`config.mk`:
```
export PLATFORM = sky130hd
export DESIGN_NAME = reg_wb_arbiter
export DESIGN_NICKNAME = d
export VERILOG_FILES = /design/src/rtl/reg_wb_pkg.sv /design/src/rtl/rr_arb2.sv /design/src/rtl/reg_wb_arbiter.sv
export SDC_FILE = /design/constraint.sdc
export NUM_CORES = 1
export LEC_CHECK = 0
export CAP_MARGIN = 40
export CORE_MARGIN = 1
export CORE_UTILIZATION = 44
export CTS_BUF_LIST = sky130_fd_sc_hd__clkbuf_16
export CTS_CLUSTER_SIZE = 8
export DETAILED_ROUTE_END_ITERATION = 10
export PLACE_DENSITY = 0.85
export SLEW_MARGIN = 20
export SYNTH_ARGS = -nofsm -noshare
export SYNTH_HDL_FRONTEND = slang
export SYNTH_HIERARCHICAL = 1
export SYNTH_SLANG_ARGS = --single-unit
```
`constraint.sdc`:
```
create_clock -name CLK -period 3.05 [get_ports CLK]
set_input_delay 0.61 -clock CLK [delete_from_list [all_inputs] [get_ports CLK]]
set_output_delay 0.61 -clock CLK [all_outputs]
set_load 0.1 [all_outputs]
```
`src/rtl/reg_wb_pkg.sv`:
```
// Shared constants and source encoding for the register-file writeback arbiter.
package reg_wb_pkg;

   localparam int WORD_SIZE = 16;
   localparam int ADDR_SIZE = 4;
   localparam int MEM_SIZE  = 16;

   typedef enum logic {
      SRC_A = 1'b0,
      SRC_M = 1'b1
   } src_e;

endpackage

```
`src/rtl/rr_arb2.sv`:
```
// Two-requester round-robin arbiter; bit 0 is the ALU source, bit 1 the memory source.
// The LAST pointer starts at the memory source so the ALU wins the first tie.
module rr_arb2
   import reg_wb_pkg::*;
(
   input  logic       i_clk,
   input  logic       i_rst_n,
   input  logic [1:0] i_req,
   input  logic       i_advance,
   output logic [1:0] o_gnt
);

   src_e r_last;

   // Grant decode from requests and the last-served pointer.
   always_comb begin
      o_gnt = 2'b00;
      case (i_req)
         2'b01:   o_gnt = 2'b01;
         2'b10:   o_gnt = 2'b10;
         2'b11:   o_gnt = (r_last == SRC_M) ? 2'b01 : 2'b10;
         default: o_gnt = 2'b00;
      endcase
   end

   // Pointer moves to the granted source on every transfer and holds when idle.
   always_ff @(posedge i_clk or negedge i_rst_n) begin
      if (!i_rst_n) begin
         r_last <= SRC_M;
      end else if (i_advance && (o_gnt != 2'b00)) begin
         r_last <= o_gnt[1] ? SRC_M : SRC_A;
      end else begin
         r_last <= r_last;
      end
   end

endmodule

```
`src/rtl/reg_wb_arbiter.sv`:
```
// Writeback arbiter for the 16x16 register file: round-robin between ALU and memory
// results, registered write port, pending-write scoreboard and sticky protocol error.
// Optional macro REG_WB_ZERO_LOCK_EN hardwires register 0.
module reg_wb_arbiter
   import reg_wb_pkg::*;
#(
   parameter int WORD_SIZE = reg_wb_pkg::WORD_SIZE,
   parameter int ADDR_SIZE = reg_wb_pkg::ADDR_SIZE,
   parameter int MEM_SIZE  = reg_wb_pkg::MEM_SIZE
)
(
   input  logic                 CLK,
   input  logic                 RST_N,
   input  logic                 RSV_VALID,
   input  logic [ADDR_SIZE-1:0] RSV_ADDR,
   input  logic                 A_VALID,
   input  logic [ADDR_SIZE-1:0] A_ADDR,
   input  logic [WORD_SIZE-1:0] A_DATA,
   output logic                 A_READY,
   input  logic                 M_VALID,
   input  logic [ADDR_SIZE-1:0] M_ADDR,
   input  logic [WORD_SIZE-1:0] M_DATA,
   output logic                 M_READY,
   output logic                 W_ON,
   output logic [ADDR_SIZE-1:0] WADDR,
   output logic [WORD_SIZE-1:0] DATA_IN,
   output logic [MEM_SIZE-1:0]  PEND,
   output logic                 ERR
);

   logic [1:0]           w_gnt;
   logic                 w_xfer;
   logic [ADDR_SIZE-1:0] w_addr;
   logic [WORD_SIZE-1:0] w_data;
   logic                 w_zero_wr;
   logic                 w_rsv_ok;
   logic                 w_wr_en;
   logic                 w_err_hit;
   logic [MEM_SIZE-1:0]  w_pend_nxt;

   logic                 r_w_on;
   logic [ADDR_SIZE-1:0] r_waddr;
   logic [WORD_SIZE-1:0] r_data;
   logic [MEM_SIZE-1:0]  r_pend;
   logic                 r_err;

   rr_arb2 u_arb (
      .i_clk     (CLK),
      .i_rst_n   (RST_N),
      .i_req     ({M_VALID, A_VALID}),
      .i_advance (w_xfer),
      .o_gnt     (w_gnt)
   );

   assign A_READY = w_gnt[0];
   assign M_READY = w_gnt[1];
   assign w_xfer  = |w_gnt;
   assign w_addr  = w_gnt[1] ? M_ADDR : A_ADDR;
   assign w_data  = w_gnt[1] ? M_DATA : A_DATA;

`ifdef REG_WB_ZERO_LOCK_EN
   // Register 0 is hardwired: its writes still handshake but never reach the file.
   assign w_zero_wr = (w_addr == {ADDR_SIZE{1'b0}});
   assign w_rsv_ok  = RSV_VALID && (RSV_ADDR != {ADDR_SIZE{1'b0}});
`else
   assign w_zero_wr = 1'b0;
   assign w_rsv_ok  = RSV_VALID;
`endif

   assign w_wr_en   = w_xfer && !w_zero_wr;
   assign w_err_hit = w_wr_en && !r_pend[w_addr];

   // Scoreboard update: clear the address written last cycle, then apply the new
   // reservation so a same-address set wins over the clear.
   always_comb begin
      w_pend_nxt = r_pend;
      if (r_w_on) begin
         w_pend_nxt[r_waddr] = 1'b0;
      end else begin
         w_pend_nxt = r_pend;
      end
      if (w_rsv_ok) begin
         w_pend_nxt[RSV_ADDR] = 1'b1;
      end else begin
         w_pend_nxt[0] = w_pend_nxt[0];
      end
`ifdef REG_WB_ZERO_LOCK_EN
      w_pend_nxt[0] = 1'b0;
`endif
   end

   // Registered write port, scoreboard and sticky error flag.
   always_ff @(posedge CLK or negedge RST_N) begin
      if (!RST_N) begin
         r_w_on  <= 1'b0;
         r_waddr <= {ADDR_SIZE{1'b0}};
         r_data  <= {WORD_SIZE{1'b0}};
         r_pend  <= {MEM_SIZE{1'b0}};
         r_err   <= 1'b0;
      end else begin
         r_w_on <= w_wr_en;
         if (w_wr_en) begin
            r_waddr <= w_addr;
            r_data  <= w_data;
         end else begin
            r_waddr <= r_waddr;
            r_data  <= r_data;
         end
         r_pend <= w_pend_nxt;
         r_err  <= r_err || w_err_hit;
      end
   end

   assign W_ON    = r_w_on;
   assign WADDR   = r_waddr;
   assign DATA_IN = r_data;
   assign PEND    = r_pend;
   assign ERR     = r_err;

endmodule

```
==> results.py <==
metrics = {
    "clocking": {
        "cts-root-buf": "clkbuf_16",
        "cts_tree": "done",
        "postCtsSetupBuffers": 0,
        "post_cts_resized": 0,
        "clock_path_buffers": 2,
        "worstSkewPairLatency_ns": 0.28,
        "h-tree-depth": 2,
        "ctsHoldBuffers": 0,
        "clkTransAtPathRegs_ns": 0.06,
        "numCtsBuffers": 5,
        "clock-sinks": 39,
    },
    "setup_path": {
        "rrSetupSlack_ns": 1.02,
        "startpoint_type": "input pin",
        "reg2regPathDepth": 5,
        "crit_type": "input pin to primary output",
        "startpoint": "M_VALID",
        "crit_arrival_ns": 1.99,
        "reg2reg_from": "u_arb/r_last$_DFFE_PN1P_",
        "crit_path_end": "M_READY",
        "r2r-end": "ERR$_DFF_PN0_",
        "crit_fanout": 34,
        "max_stage_delay_ns": 0.51,
        "cp_slowest_cell": "clkdlybuf4s50_1",
        "path_cells": "clkdlybuf4s50_1 -> a21boi_4 -> buf_4 -> buf_12",
        "cp.required_ns": 2.44,
        "cp-end-kind": "primary output",
    },
    "yosys": {
        "synth-seq-cells": 39,
        "synth_top_area_cell": "dfrtp_1",
        "yosys-top-cells-area": "dfrtp_1 (49%), o21ai_0 (13%), mux2i_1 (10%), nand2_1 (4.1%), mux4_2 (2.3%)",
        "ys.flop_type": "dfrtp_1",
        "synth_common_cells": "o21ai_0 (51), dfrtp_1 (38), nand2_1 (21)",
        "syn-mean-instance-area_um2": 10.2,
        "synth.most_common_cell": "o21ai_0",
        "ys_types": 34,
        "synthArstFlopShare_pct": 100,
        "synthCells": 189,
        "yosysWarnings": 6,
        "synth_top_area_share_pct": 49.5,
        "synth_fp_nets": 238,
        "synth_edf_count": 0,
        "synth_area_um2": 1920,
        "seq_area_frac_synth_pct": 50.8,
    },
    "routing": {
        "wl_met1_mm": 2.14,
        "detail_route.wl_per_cell_um": 16.5,
        "vias_per_cell": 5.38,
        "drt_iter0_drc": 79,
        "drt-pass1-iter-count": 4,
        "post-route-drc-count": 0,
        "top_layer": "met4",
        "wl_met2_mm": 2.78,
        "wl_met3_um": 497,
        "ant_nets": 0,
        "wirelength_mm": 5.47,
        "vias": 1787,
    },
    "timing": {
        "setup_tns_ns": 0,
        "final_max_slew_viol_count": 0,
        "rsz0062_at_grt": "false",
        "layout_setup_ws_ns": 0.450,
        "hold_viol": 0,
        "max_freq_mhz": 385,
        "max_slew_margin_pct": 71.6,
        "fin_crit_ns": 2.60,
        "setup-violations-final": 0,
        "worstMarginPinSlew_ns": 0.425,
        "fin_crit_sh_pct": 85.3,
        "clock_skew_ns": 0.00553,
    },
    "layout": {
        "areaGrowthSynthToFinish_pct": 53.7,
        "final_area_um2": 2950,
        "diodes": 0,
        "final_util_pct": 72.3,
        "drive_gt1_share_pct": 22.7,
        "finalNetCount": 330,
        "fin_cells": 332,
    },
    "pwr": {
        "powerDensity_nw_per_um2": 1210,
        "p_leak_nw": 1.29,
        "irDropWorstVdd_mv": 1.08,
    },
    "worst_hold_path": {
        "hold_path.class": "input pin to async pin",
    },
    "die": {
        "die_area_um2": 4640,
        "start_util_pct": 47.0,
        "coreArea_um2": 4090,
        "num_rows": 23,
        "die_h_um": 68.1,
        "io_pins": 89,
        "die_x_um": 68.1,
    },
    "job": {
        "cap_viol_max_count": 0,
    },
    "place": {
        "port_buffers": 88,
        "postPlaceCellArea_um2": 2820,
        "finalWeightedCongestion": 0.882,
        "hpwl_mm": 4.16,
        "place_ws_ns": 0.244,
        "dp.cells": 324,
    },
    "status": {
        "status": "finished, final reports clean",
    },
    "global_routing": {
        "grt_usage_pct": 25.3,
        "grt.overflow.total": 0,
        "antenna_found_initial": 0,
        "grt_pass1_wl_mm": 8.38,
        "grt_pass1_vias": 1747,
        "grt_max_degree": 35,
    },
}
[cell usage in the layout, fill, tap and decap left out, types with 5 or more instances in the layout]
| cell type | count |
|---|---|
| o21ai_0 | 51 |
| clkdlybuf4s50_1 | 47 |
| buf_4 | 42 |
| dfrtp_1 | 38 |
| nand2_1 | 21 |
| mux2i_1 | 20 |
| inv_1 | 8 |
| nand2b_1 | 5 |
| clkbuf_16 | 5 |
[report_power, final]
part / leakage, nW / total (mW) / switching (mW) / internal [mW]
registers: 0.454 / 0.879 / 0.169 / 0.710
logic: 0.763 / 2.22 / 1.72 / 0.494
clock network: 0.0701 / 0.492 / 0.197 / 0.294
total: 1.29 / 3.59 / 2.09 / 1.50
[state kept, by name, summed over array words and instances, names as in the netlist]
register      flops
DATA_IN          16
ERR               1
PEND             16
WADDR             4
W_ON              1
u_arb/r_last      1
[routing by layer]
metal	vias up	GRT usage, %
met5	-	0
met4	0	8.59
met3	6	6.83
met2	82	43.6
met1	834	30.2
li1	865	-
[critical path: cells and delay by family]
kind | cells | cell delay [ns]
compound gates | 1 | 0.29
buf+inv | 3 | 1.08
[final cells by class]
type	count	area [um^2]
repair buffers	93	858
multi-input cells	135	893
fillers	321	1130
clock inverters	3	11.3
well taps	50	62.6
clock buffers	5	125
inverters	7	26.3
flip-flops and latches	39	977
[metrics by stage]
step,hold WS [ns],power [mW]
after floorplan,0.314,2.54
after global placement,0.475,3.07
after detailed placement,0.465,3.10
after CTS,0.266,3.60
after global routing,0.282,3.72
final,0.258,3.59
[cell families (layout without fill, tap and decap cells)]
| family | after synthesis | in the layout | synth area share, % |
|---|---|---|---|
| mux | 24 | 24 | 14.6 |
| compound gates | 66 | 66 | 19.4 |
| simple gates | 45 | 45 | 11.7 |
| buf+inv | 15 | 108 | 3.45 |
| flops | 39 | 39 | 50.8 |
[worst min path at each step]
stage               slack [ns]                       to     startpoint
global placement          0.47            ERR$_DFF_PN0_  ERR$_DFF_PN0_
finish                    0.26   DATA_IN[9]$_DFFE_PN0P_          RST_N
CTS                       0.27     WADDR[3]$_DFFE_PN0P_          RST_N
global route              0.28  DATA_IN[13]$_DFFE_PN0P_          RST_N
floorplan                 0.31   DATA_IN[0]$_DFFE_PN0P_          RST_N
detailed placement        0.46            ERR$_DFF_PN0_  ERR$_DFF_PN0_
Power figures use the tool's default switching activity.
